`src/rtl/imm_pkg.sv`:
```
// Shared opcode constants and format codes for the immediate generator.
package imm_pkg;

    localparam logic [6:0] OPC_LUI    = 7'b0110111;
    localparam logic [6:0] OPC_AUIPC  = 7'b0010111;
    localparam logic [6:0] OPC_JAL    = 7'b1101111;
    localparam logic [6:0] OPC_JALR   = 7'b1100111;
    localparam logic [6:0] OPC_BRANCH = 7'b1100011;
    localparam logic [6:0] OPC_LOAD   = 7'b0000011;
    localparam logic [6:0] OPC_STORE  = 7'b0100011;
    localparam logic [6:0] OPC_OPIMM  = 7'b0010011;
    localparam logic [6:0] OPC_OP     = 7'b0110011;
    localparam logic [6:0] OPC_SYSTEM = 7'b1110011;

    typedef enum logic [2:0] {
        FMT_R = 3'd0,
        FMT_I = 3'd1,
        FMT_S = 3'd2,
        FMT_B = 3'd3,
        FMT_U = 3'd4,
        FMT_J = 3'd5
    } fmt_e;

endpackage

```
`src/rtl/imm_gen_pipe_if.sv`:
```
// Instruction-in / immediate-out bus of the immediate generator.
// A transfer happens on a rising edge where valid and ready are both 1; a
// producer holds valid and its payload steady until that edge, and ready never
// looks at valid on the same side.
interface imm_gen_pipe_if #(
    parameter int XLEN = 32
);
    logic            in_valid;
    logic            in_ready;
    logic [31:0]     in_instr;
    logic            out_valid;
    logic            out_ready;
    logic [XLEN-1:0] out_imm;
    logic [2:0]      out_fmt;
    logic            out_illegal;

    modport slave (
        input  in_valid, in_instr, out_ready,
        output in_ready, out_valid, out_imm, out_fmt, out_illegal
    );

    modport master (
        output in_valid, in_instr, out_ready,
        input  in_ready, out_valid, out_imm, out_fmt, out_illegal
    );
endinterface

```
`src/rtl/imm_decode.sv`:
```
// Combinational opcode decode and immediate assembly, sign-extended to XLEN.
module imm_decode
    import imm_pkg::*;
#(
    parameter int XLEN = 32
) (
    input  logic [6:0]      opcode,
    input  logic [31:7]     instr,
    output fmt_e            fmt,
    output logic            illegal,
    output logic [XLEN-1:0] imm
);

    always_comb begin
        fmt     = FMT_R;
        illegal = 1'b0;
        imm     = '0;
        case (opcode)
            OPC_LUI, OPC_AUIPC:                       fmt = FMT_U;
            OPC_JAL:                                  fmt = FMT_J;
            OPC_JALR, OPC_LOAD, OPC_OPIMM, OPC_SYSTEM: fmt = FMT_I;
            OPC_STORE:                                fmt = FMT_S;
            OPC_BRANCH:                               fmt = FMT_B;
            OPC_OP:                                   fmt = FMT_R;
            default:                                  illegal = 1'b1;
        endcase
        // Every format takes its sign from instr[31]; replication counts stay positive for XLEN=32.
        case (fmt)
            FMT_I: imm = {{(XLEN-12){instr[31]}}, instr[31:20]};
            FMT_S: imm = {{(XLEN-12){instr[31]}}, instr[31:25], instr[11:7]};
            FMT_B: imm = {{(XLEN-12){instr[31]}}, instr[7], instr[30:25], instr[11:8], 1'b0};
            FMT_U: imm = {{(XLEN-31){instr[31]}}, instr[30:12], 12'b0};
            FMT_J: imm = {{(XLEN-20){instr[31]}}, instr[19:12], instr[20], instr[30:21], 1'b0};
            default: imm = '0;
        endcase
    end

endmodule

```
`src/rtl/imm_gen_pipe.sv`:
```
// Pipelined immediate generator: decode feeds a registered output stage,
// optionally backed by a skid register so backpressure never drops a word.
module imm_gen_pipe
    import imm_pkg::*;
#(
    parameter int XLEN    = 32,
    parameter bit SKID_EN = 1'b1
) (
    input logic           clk,
    input logic           rst,
    imm_gen_pipe_if.slave bus
);

    typedef struct packed {
        logic            illegal;
        fmt_e            fmt;
        logic [XLEN-1:0] imm;
    } entry_t;

    fmt_e            dec_fmt;
    logic            dec_ill;
    logic [XLEN-1:0] dec_imm;
    entry_t          dec_e;
    entry_t          main_q;
    entry_t          skid_q;
    logic            main_valid;
    logic            skid_valid;
    logic            in_ready_int;
    logic            accept;

    imm_decode #(.XLEN(XLEN)) u_decode (
        .opcode  (bus.in_instr[6:0]),
        .instr   (bus.in_instr[31:7]),
        .fmt     (dec_fmt),
        .illegal (dec_ill),
        .imm     (dec_imm)
    );

    assign dec_e = '{illegal: dec_ill, fmt: dec_fmt, imm: dec_imm};

    // Without the skid register the stage can only take a word when main empties this edge.
    assign in_ready_int = SKID_EN ? !skid_valid : (!main_valid || bus.out_ready);
    assign accept       = bus.in_valid && in_ready_int;

    always_ff @(posedge clk) begin
        if (rst) begin
            main_valid <= 1'b0;
            skid_valid <= 1'b0;
            main_q     <= '0;
            skid_q     <= '0;
        end else if (!main_valid || bus.out_ready) begin
            // Main is free or draining: the skid entry is older, so it wins over a new word.
            if (skid_valid) begin
                main_q     <= skid_q;
                main_valid <= 1'b1;
                skid_valid <= 1'b0;
            end else begin
                main_valid <= accept;
                if (accept) begin
                    main_q <= dec_e;
                end
            end
        end else if (accept) begin
            skid_q     <= dec_e;
            skid_valid <= 1'b1;
        end
    end

    assign bus.in_ready    = in_ready_int;
    assign bus.out_valid   = main_valid;
    assign bus.out_imm     = main_q.imm;
    assign bus.out_fmt     = main_q.fmt;
    assign bus.out_illegal = main_q.illegal;

endmodule

```
`src/flat_wrapper.sv`:
```
// flat-port wrapper written by rule: the top's interface ports become plain ports
module imm_gen_pipe_flat import imm_pkg::*;
#(
    parameter int XLEN    = 32,
    parameter bit SKID_EN = 1'b1
)
  (clk, rst, bus_in_valid, bus_in_instr, bus_out_ready, bus_in_ready, bus_out_valid, bus_out_imm, bus_out_fmt, bus_out_illegal);
  imm_gen_pipe_if #(.XLEN(XLEN)) bus_i ();
  input logic clk;
  input logic rst;
  input wire logic [$bits(bus_i.in_valid)-1:0] bus_in_valid;
  input wire logic [$bits(bus_i.in_instr)-1:0] bus_in_instr;
  input wire logic [$bits(bus_i.out_ready)-1:0] bus_out_ready;
  output wire logic [$bits(bus_i.in_ready)-1:0] bus_in_ready;
  output wire logic [$bits(bus_i.out_valid)-1:0] bus_out_valid;
  output wire logic [$bits(bus_i.out_imm)-1:0] bus_out_imm;
  output wire logic [$bits(bus_i.out_fmt)-1:0] bus_out_fmt;
  output wire logic [$bits(bus_i.out_illegal)-1:0] bus_out_illegal;
  assign bus_i.in_valid = bus_in_valid;
  assign bus_i.in_instr = bus_in_instr;
  assign bus_i.out_ready = bus_out_ready;
  assign bus_in_ready = bus_i.in_ready;
  assign bus_out_valid = bus_i.out_valid;
  assign bus_out_imm = bus_i.out_imm;
  assign bus_out_fmt = bus_i.out_fmt;
  assign bus_out_illegal = bus_i.out_illegal;
  imm_gen_pipe #(.XLEN(XLEN), .SKID_EN(SKID_EN)) u_core (.clk(clk), .rst(rst), .bus(bus_i));
endmodule
```
`config.mk`:
```
export PLATFORM = sky130hd
export DESIGN_NAME = imm_gen_pipe_flat
export DESIGN_NICKNAME = d
export VERILOG_FILES = /design/src/rtl/imm_pkg.sv /design/src/rtl/imm_gen_pipe_if.sv /design/src/rtl/imm_decode.sv /design/src/rtl/imm_gen_pipe.sv /design/src/flat_wrapper.sv
export SDC_FILE = /design/constraint.sdc
export NUM_CORES = 1
export LEC_CHECK = 0
export CORE_MARGIN = 2
export CORE_UTILIZATION = 30
export CTS_CLUSTER_SIZE = 14
export DETAILED_ROUTE_END_ITERATION = 8
export PLACE_DENSITY_LB_ADDON = 0.15
export REMOVE_ABC_BUFFERS = 1
export SKIP_CTS_REPAIR_TIMING = 1
export SYNTH_ARGS = -nofsm -noshare
export SYNTH_HDL_FRONTEND = slang
export SYNTH_SLANG_ARGS = --single-unit
```
`constraint.sdc`:
```
create_clock -name clk -period 3.3 [get_ports clk]
set_clock_uncertainty 0.2 [all_clocks]
set_input_delay 0.495 -clock clk [delete_from_list [all_inputs] [get_ports clk]]
set_output_delay 0.495 -clock clk [all_outputs]
set_load 0.02 [all_outputs]
```
==> results of run 1 <==
per-stage QoR:
stage | power, mW | setup WS [ns] | area [sq um] | std cells
floorplan | 1.10 | 0.685 | 3060 | 351
global placement | 1.27 | 0.548 | 4100 | 581
detailed placement | 1.27 | 0.485 | 4100 | 581
CTS | 1.97 | 0.858 | 4300 | 596
global route | 2.05 | 0.716 | 4300 | 596
finish | 1.96 | 0.873 | 4300 | 596
power groups by stage:
| stage | clock network (mW) | registers, mW | logic, mW |
|---|---|---|---|
| floorplan | 0 | 0.999 | 0.101 |
| global placement | 0 | 0.971 | 0.298 |
| detailed placement | 0 | 0.972 | 0.300 |
| CTS | 0.722 | 0.951 | 0.302 |
| global route | 0.765 | 0.955 | 0.325 |
| finish | 0.711 | 0.950 | 0.298 |
cells in the final DEF, fill, tap and decap left out, types with 2 or more instances in the layout:
cell             count
a2111oi_0            2
a211oi_1            24
a21oi_1             14
a221oi_1            26
a311oi_1            10
and3_1               5
buf_4               16
clkbuf_8            10
clkdlybuf4s50_1     72
clkinv_2             2
clkinvlp_4           2
dfxtp_1             74
nand2_1             64
nand2b_1             4
nand3_1              8
nor2_1              42
nor3_1              14
o211ai_1             4
o21ai_0             32
o21ai_1              2
o21bai_1             6
cell families (layout without fill, tap and decap cells):
group | after synthesis | count (layout) | share of synthesized area
mux | 1 | 1 | 0.00307
buf+inv | 37 | 106 | 0.0622
simple gates | 145 | 145 | 0.194
compound gates | 129 | 129 | 0.283
flops | 74 | 74 | 0.455
xor+xnor | 1 | 1 | 0.00269
flip-flops by register name (all words and copies together) (netlist names):
signal / cells
u_core.skid_q: 36
u_core.bus.out_imm: 32
u_core.bus.out_fmt: 3
u_core.bus.out_illegal: 1
u_core.bus.out_valid: 1
u_core.skid_valid: 1
worst register-to-register path, stage by stage, from the launching register on:
cell	delay (ns)
dfxtp_1	0.35
buf_4	0.33
nor2_1	0.14
nor2_2	0.42
buf_4	0.28
o21ai_0	0.12
a221oi_1	0.29
path summary, 6_finish.rpt:
check,to
setup / recovery,u_core.skid_q[21]$_SDFFE_PP0P_
hold / removal,u_core.bus.out_imm[24]$_SDFFE_PP0P_
setup reg to reg,u_core.bus.out_imm[16]$_SDFFE_PP0P_
hold reg to reg,u_core.bus.out_imm[24]$_SDFFE_PP0P_
metal layers:
| metal | routed length (microns) | vias up | GRT usage |
|---|---|---|---|
| met3 | 438 | 13 | 0.0307 |
| met1 | 4710 | 1446 | 0.239 |
| met2 | 4520 | 72 | 0.275 |
| met4 | 158 | 0 | 0.0632 |
| met5 | 0 | - | 0 |
| li1 | - | 1544 | - |
layout make-up:
cell class	count	area share
sequential	74	0.345
clock buffer	10	0.0320
inverter	1	0.000874
timing repair buffer	90	0.202
multi-input combinational	276	0.367
tap	140	0.0408
clock inverter	5	0.0128
==> out/metrics.yaml, run 1 <==
grt:
  grt_overflow: 0
  grt_first_pass_wirelength_mm: 15.9
  grt_use_total: 0.175
  grt_start_max_net_pins: 64
  first_global_vias: 3031
  antenna_found_initial: 0
critical_path:
  critPathCaptureType: "register"
  cp-startpoint: "bus_in_instr[3]"
  critPathMaxStageDelay_ns: 0.59
  start_kind: "input port"
  worstPathArrival_ns: 2.43
  worst-path-stages: 7
  crit_family: "buffers and inverters"
  worstSetupPathType: "input port to register"
  worstPathMaxFanout: 18
  cp_num_buf_inv: 2
  ff2ff_path_depth: 6
  crit_slowest_cell: "clkdlybuf4s50_1"
  worstPathRequired_ns: 3.30
  r2r_slack_ns: 1.08
  path_cells: "clkdlybuf4s50_1 > and4bb_4 > nand2_1 > nand3_2 > a21oi_1 > buf_4 > a211oi_1"
  rr_startpoint: "u_core.skid_valid$_SDFFE_PP0P_"
route:
  first_iter_violations: 127
  ant_nets: 0
  drtPass1Iterations: 4
  post_drt_wl_per_cell_microns: 16.5
  vias: 3075
  routed_wl_mm: 9.82
  vias_per_cell: 5.16
  drc: 0
cts:
  path_clk_slew_ns: 0.08
  clk_latency_ns: 0.35
  htreeDepth: 3
  numClockSinks: 74
  cts_tree: "done"
  cts_buffer_depth: 2
  root_buffer: "clkbuf_8"
  cts_buffers: 9
place:
  post-dp-hpwl_mm: 6.47
  gp_congestion: 0.774
  port_buffers: 73
synthesis:
  synth_area_sq_mm: 0.00326
  ys_seq_area_frac: 0.455
  ys_warn_count: 0
  synth_common_cells: "dfxtp_1, nand2_1, nor2_1"
  synth_most_common_cell: "dfxtp_1"
  syn_avg_cell_area_sq_um: 8.42
  synth_top_cell_by_area: "dfxtp_1"
  ys_async_sr_fraction: 0
  ys_ff_latch: 74
  synth_edf_count: 0
  synth_top_area_share: 0.455
  yosysUniqueCellTypes: 40
  yosys-top-cells-area: "dfxtp_1, nand2_1, a221oi_1"
  synth_ff_type: "dfxtp_1"
  syn_inst: 387
worst_hold_path:
  whs_path_depth: 2
  holdCritPathClass: "register to register"
  min_from: "u_core.bus.out_imm[24]$_SDFFE_PP0P_"
final_layout:
  multi_input_area_sq_mm: 0.00158
  seqCellArea_sq_mm: 0.00148
  syn_to_final_growth_pct: 31.8
  drive_gt1_frac: 0.0943
  utilization: 0.402
  antenna_cells: 0
  fillers: 1119
  nets: 488
sta:
  rsz0062_at_grt: "false"
  tightest_slew_ns: 0.798
  slew_headroom: 0.466
  fin_crit_ns: 2.43
  totalNegativeSetupSlack_ns: 0
  finalSetupViolations: 0
  hold_violations: 0
  finalCritPeriodShare: 0.736
  slew_violations: 0
  fmax_mhz: 412
  whs_ns: 0.254
floorplan:
  rows: 38
  core_sq_mm: 0.0107
  chipWidth_microns: 108
  start_util: 0.305
  ios: 74
  die_y_microns: 108
  die-area_sq_mm: 0.0117
pwr:
  p_sw_frac: 0.270
  p_int_mw: 1.43
  p_sw_mw: 0.530
  combPwrFrac: 0.152
  ir_worst_vdd_mv: 0.163
  power_density_mw_per_mm2: 456
  seqPwrFrac: 0.485
  p_clk_frac: 0.363
  p_leak_nw: 1.40
flow_run:
  cap_violations: 0
status:
  status: "completed"
Power figures use the tool's default switching activity.
==> run 2, diff against run 1 <==
clock period = 2.4 ns   (was 3.3 ns; I/O delays follow)
==> run 2 against run 1 <==
Net effect:
- register-to-register slack lost 0.57 ns
- clock-buffer cell count stayed put
- sequential share of layout area is 1.1 points lower
- first-iteration DRC count shrank 1.6%
- critical path depth is 1 lower
- utilization rose by 1.3 points
- routed wire length is 0.78% higher
- clock power rose by 58%
- cell area up 3.2%
==> out/metrics.yaml, run 2 (synthesized netlist as in run 1, its figures left out) <==
route:
  vias_per_cell: 5.15
  wl_met2_mm: 4.75
  dr_wl_met3_microns: 487
  post_drt_wl_per_cell_microns: 16.2
  highest_layer: "met4"
  drtPass1Iterations: 4
  wl_met1_mm: 4.59
  routed_wl_mm: 9.90
  ant_nets: 0
  drc: 0
  vias: 3144
  first_iter_violations: 125
critical_path:
  worstPathMaxFanout: 9
  rr_startpoint: "u_core.bus.out_valid$_SDFFE_PP0P_"
  path_cells: "clkdlybuf4s50_1 > and2b_1 > and3_1 > a21oi_2 > a31oi_4 > a221oi_1"
  worstPathArrival_ns: 2.13
  r2r_slack_ns: 0.51
  critPathMaxStageDelay_ns: 0.50
  start_kind: "input port"
  ff2ff_path_depth: 5
  worstPathRequired_ns: 2.45
  r2r_end: "u_core.bus.out_imm[25]$_SDFFE_PP0P_"
  critPathCaptureType: "register"
  worstSetupPathType: "input port to register"
  crit_slowest_cell: "clkdlybuf4s50_1"
sta:
  fin_crit_ns: 2.08
  finalCritPeriodShare: 0.867
  rsz0062_at_grt: "false"
  slew_headroom: 0.459
  tightest_slew_ns: 0.809
  slew_violations: 0
  finalSetupViolations: 0
  whs_ns: 0.164
  hold_violations: 0
  worst_slack_ns: 0.319
  fmax_mhz: 481
grt:
  grt_first_pass_wirelength_mm: 15.8
  antenna_found_initial: 0
  grt_overflow: 0
  first_global_vias: 3033
  grt_start_max_net_pins: 56
  grt_use_total: 0.174
floorplan:
  core_sq_mm: 0.0107
  die_y_microns: 108
  rows: 38
  die-area_sq_mm: 0.0117
  ios: 74
  chipWidth_microns: 108
  start_util: 0.305
flow_run:
  cap_violations: 0
cts:
  clk_latency_ns: 0.34
  cts_buffer_depth: 2
  htreeDepth: 3
  cts_buffers: 9
  root_buffer: "clkbuf_8"
  numClockSinks: 74
  cts_tree: "done"
  path_clk_slew_ns: 0.09
final_layout:
  nets: 502
  fin_cells: 611
  registers.top_by_ff_count: "u_core.skid_q"
  utilization: 0.415
  drive_gt1_frac: 0.123
  final_common_cell: "dfxtp_1"
  final_cell_mix: "dfxtp_1, clkdlybuf4s50_1, nand2_1"
  syn_to_final_growth_pct: 36.1
  largest_reg_flops: 36
  antenna_cells: 0
worst_hold_path:
  whs_path_depth: 2
  min_to: "u_core.skid_q[24]$_SDFFE_PP0P_"
  holdCritPathClass: "input port to register"
  min_from: "rst"
place:
  dpl_worst_slack_ns: -0.0390
  gp_congestion: 0.773
  dp_cells: 595
  port_buffers: 73
  post-dp-hpwl_mm: 6.65
status:
  status: "completed"
pwr:
  p_leak_nw: 1.49
  ir_worst_vdd_mv: 0.374
  power_density_mw_per_mm2: 640
run 2: cell types whose count changed in the layout (fill, tap and decap cells not counted), sizes merged:
cell,change
bufinv,+1
buf,+14
inv,+1
clkinv,-1
run 2: cell type report:
class	instances	area, sq um
clock buffer	10	138
multi-input combinational	276	1580
sequential	74	1480
fill	1139	6260
timing repair buffer	104	971
clock inverter	6	88.8
inverter	1	3.75
tap	140	175
run 2: critical path: cells and delay by family:
kind,cells,cell delay (ns)
and+or+nand+nor,2,0.49
buffers and inverters,1,0.50
AOI/OAI and AO/OA,3,0.77
run 2: metal layers:
metal  vias up  track usage
met4         0       0.0385
li1       1571            -
met2        81        0.300
met1      1484        0.226
met3         8       0.0350
met5         -            0
run 2: worst max-delay path by stage:
stage                                               from                                  end  slack, ns  depth (start not counted)
final                                    bus_in_instr[4]  u_core.bus.out_imm[16]$_SDFFE_PP0P_       0.32                          6
after global routing                     bus_in_instr[5]       u_core.skid_q[16]$_SDFFE_PP0P_       0.17                          8
after CTS                                bus_in_instr[4]  u_core.bus.out_imm[16]$_SDFFE_PP0P_       0.32                          6
after detailed placement                 bus_in_instr[4]  u_core.bus.out_imm[18]$_SDFFE_PP0P_      -0.04                          6
after global placement                   bus_in_instr[1]  u_core.bus.out_imm[16]$_SDFFE_PP0P_      -0.06                          6
after floorplan           u_core.skid_valid$_SDFFE_PP0P_  u_core.bus.out_imm[12]$_SDFFE_PP0P_      -0.21                          4
run 2: metrics by stage:
step	TNS, ns	power (mW)	cell area (sq um)
finish	0	2.84	4440
global route	0	2.97	4440
CTS	0	2.87	4440
detailed placement	-0.369	1.75	4210
global placement	-0.743	1.75	4210
floorplan	-10.91	1.51	3060
run 2: report_power, final:
part / leakage (nW) / internal, mW / total, mW / switching (mW)
Clock: 0.109 / 0.616 / 1.12 / 0.502
Sequential: 0.603 / 1.28 / 1.31 / 0.0269
Combinational: 0.775 / 0.193 / 0.416 / 0.223
Total: 1.49 / 2.09 / 2.84 / 0.752
==> run 3, diff against run 2 <==
MAX_ROUTING_LAYER = met4   (was default)
PLACE_DENSITY_LB_ADDON = 0.3   (was 0.15)
==> run 3 against run 2 <==
Net effect:
- cell area decreased by 1.2%
- via count increased by 0.95%
- die area unchanged
- first-iteration DRC count increased by 51%
- cell count decreased by 0.49%
- clock power decreased by 15%
- critical path depth decreased by 4
- sequential cell count unchanged
- clock-buffer cell count unchanged
==> out/metrics.yaml, run 3 (synthesized netlist as in run 1, its figures left out) <==
status:
  status: "completed"
pwr:
  ir_worst_vdd_mv: 0.274
  p_leak_nw: 1.46
  power_density_mw_per_mm2: 612
sta:
  hold_violations: 0
  finalCritPeriodShare: 0.894
  finalSetupViolations: 0
  slew_headroom: 0.593
  tightest_slew_ns: 0.607
  rsz0062_at_grt: "false"
  fmax_mhz: 466
  worst_slack_ns: 0.254
  fin_crit_ns: 2.15
  whs_ns: 0.217
  slew_violations: 0
final_layout:
  nets: 499
  syn_to_final_growth_pct: 34.4
  drive_gt1_frac: 0.115
  fin_cells: 608
  final_cell_mix: "dfxtp_1, clkdlybuf4s50_1, nand2_1"
  antenna_cells: 0
  largest_reg_flops: 36
  final_area_sq_mm: 0.00438
  registers.top_by_ff_count: "u_core.skid_q"
  final_common_cell: "dfxtp_1"
critical_path:
  worstPathMaxFanout: 10
  r2r_end: "u_core.skid_q[2]$_SDFFE_PP0P_"
  worstSetupPathType: "register to output pin"
  worstPathArrival_ns: 1.59
  crit_family: "buffers and inverters"
  rr_startpoint: "u_core.bus.out_valid$_SDFFE_PP0P_"
  crit_slowest_cell: "clkdlybuf4s50_1"
  worstPathRequired_ns: 1.84
  start_kind: "register"
  r2r_slack_ns: 0.60
  critPathMaxStageDelay_ns: 0.67
  ff2ff_path_depth: 6
  cp_num_buf_inv: 2
  path_cells: "inv_1 > clkdlybuf4s50_1"
  critPathCaptureType: "output pin"
floorplan:
  die_y_microns: 108
  chipWidth_microns: 108
  rows: 38
  die-area_sq_mm: 0.0117
  core_sq_mm: 0.0107
  ios: 74
  start_util: 0.305
place:
  dp_cells: 592
  port_buffers: 73
  gp_congestion: 0.792
  post-dp-hpwl_mm: 6.71
  dpl_cell_area_sq_mm: 0.00419
  dpl_worst_slack_ns: -0.0652
grt:
  grt_use_total: 0.178
  grt_first_pass_wirelength_mm: 15.9
  antenna_found_initial: 0
  met2_usage: 0.276
  grt_overflow: 0
  grt_start_max_net_pins: 29
  gr-usage-met3: 0.0398
  grt_busiest_layer: "met2"
  first_global_vias: 3165
  grtUsageMet1: 0.232
route:
  vias: 3174
  first_iter_violations: 189
  ant_nets: 0
  drtPass1Iterations: 4
  post_drt_wl_per_cell_microns: 16.0
  routed_wl_mm: 9.72
  vias_per_cell: 5.22
  drc: 0
flow_run:
  cap_violations: 0
cts:
  clk_latency_ns: 0.34
  numClockSinks: 74
  htreeDepth: 3
  root_buffer: "clkbuf_8"
  path_clk_slew_ns: 0.08
  cts_buffer_depth: 2
  cts_buffers: 9
  cts_tree: "done"
worst_hold_path:
  whs_path_depth: 2
  min_from: "rst"
  holdCritPathClass: "input port to register"
  min_to: "u_core.skid_q[28]$_SDFFE_PP0P_"
-- run 3: changes by cell type in the layout (fill, tap and decap cells not counted) --
cell       before  now
clkinv_4        0    2
clkbuf_1        0    1
inv_6           1    0
clkbuf_8       10    9
buf_4          30   27
bufinv_16       2    1
-- run 3: power breakdown --
group,leakage (nW),total [mW],internal (mW),switching [mW]
logic,0.760,0.418,0.194,0.224
registers,0.603,1.31,1.28,0.0271
clock network,0.0925,0.956,0.482,0.474
-- run 3: worst max path at each step --
stage	end	cells past startpoint	slack (ns)	startpoint
after floorplan	u_core.bus.out_imm[12]$_SDFFE_PP0P_	4	-0.21	u_core.skid_valid$_SDFFE_PP0P_
after detailed placement	u_core.bus.out_imm[6]$_SDFFE_PP0P_	6	-0.07	bus_in_instr[5]
after CTS	bus_in_ready	2	0.23	u_core.skid_valid$_SDFFE_PP0P_
after global placement	u_core.bus.out_imm[9]$_SDFFE_PP0P_	6	0.04	bus_in_instr[2]
after global routing	u_core.bus.out_imm[8]$_SDFFE_PP0P_	6	0.12	bus_in_instr[5]
final	bus_in_ready	2	0.25	u_core.skid_valid$_SDFFE_PP0P_
-- run 3: stage by stage --
stage | power (mW) | utilization | TNS [ns]
final | 2.68 | 0.410 | 0
after global routing | 2.80 | 0.410 | 0
after CTS | 2.71 | 0.410 | 0
after detailed placement | 1.76 | 0.391 | -0.280
after global placement | 1.75 | 0.391 | 0
after floorplan | 1.51 | - | -10.91
-- run 3: final cells by class --
type                       instances  area, sq um
clock inverter                     6         67.6
inverter                           1         3.75
sequential                        74         1480
fill                            1081         6320
timing repair buffer             101          948
tap                              140          175
clock buffer                      10          128
multi-input combinational        276         1580
-- run 3: layer usage --
metal  routed length (microns)  up-vias
met1                      4600     1510
met4                       170        0
met5                         0        -
met3                       429       15
met2                      4520       86
li1                          -     1563
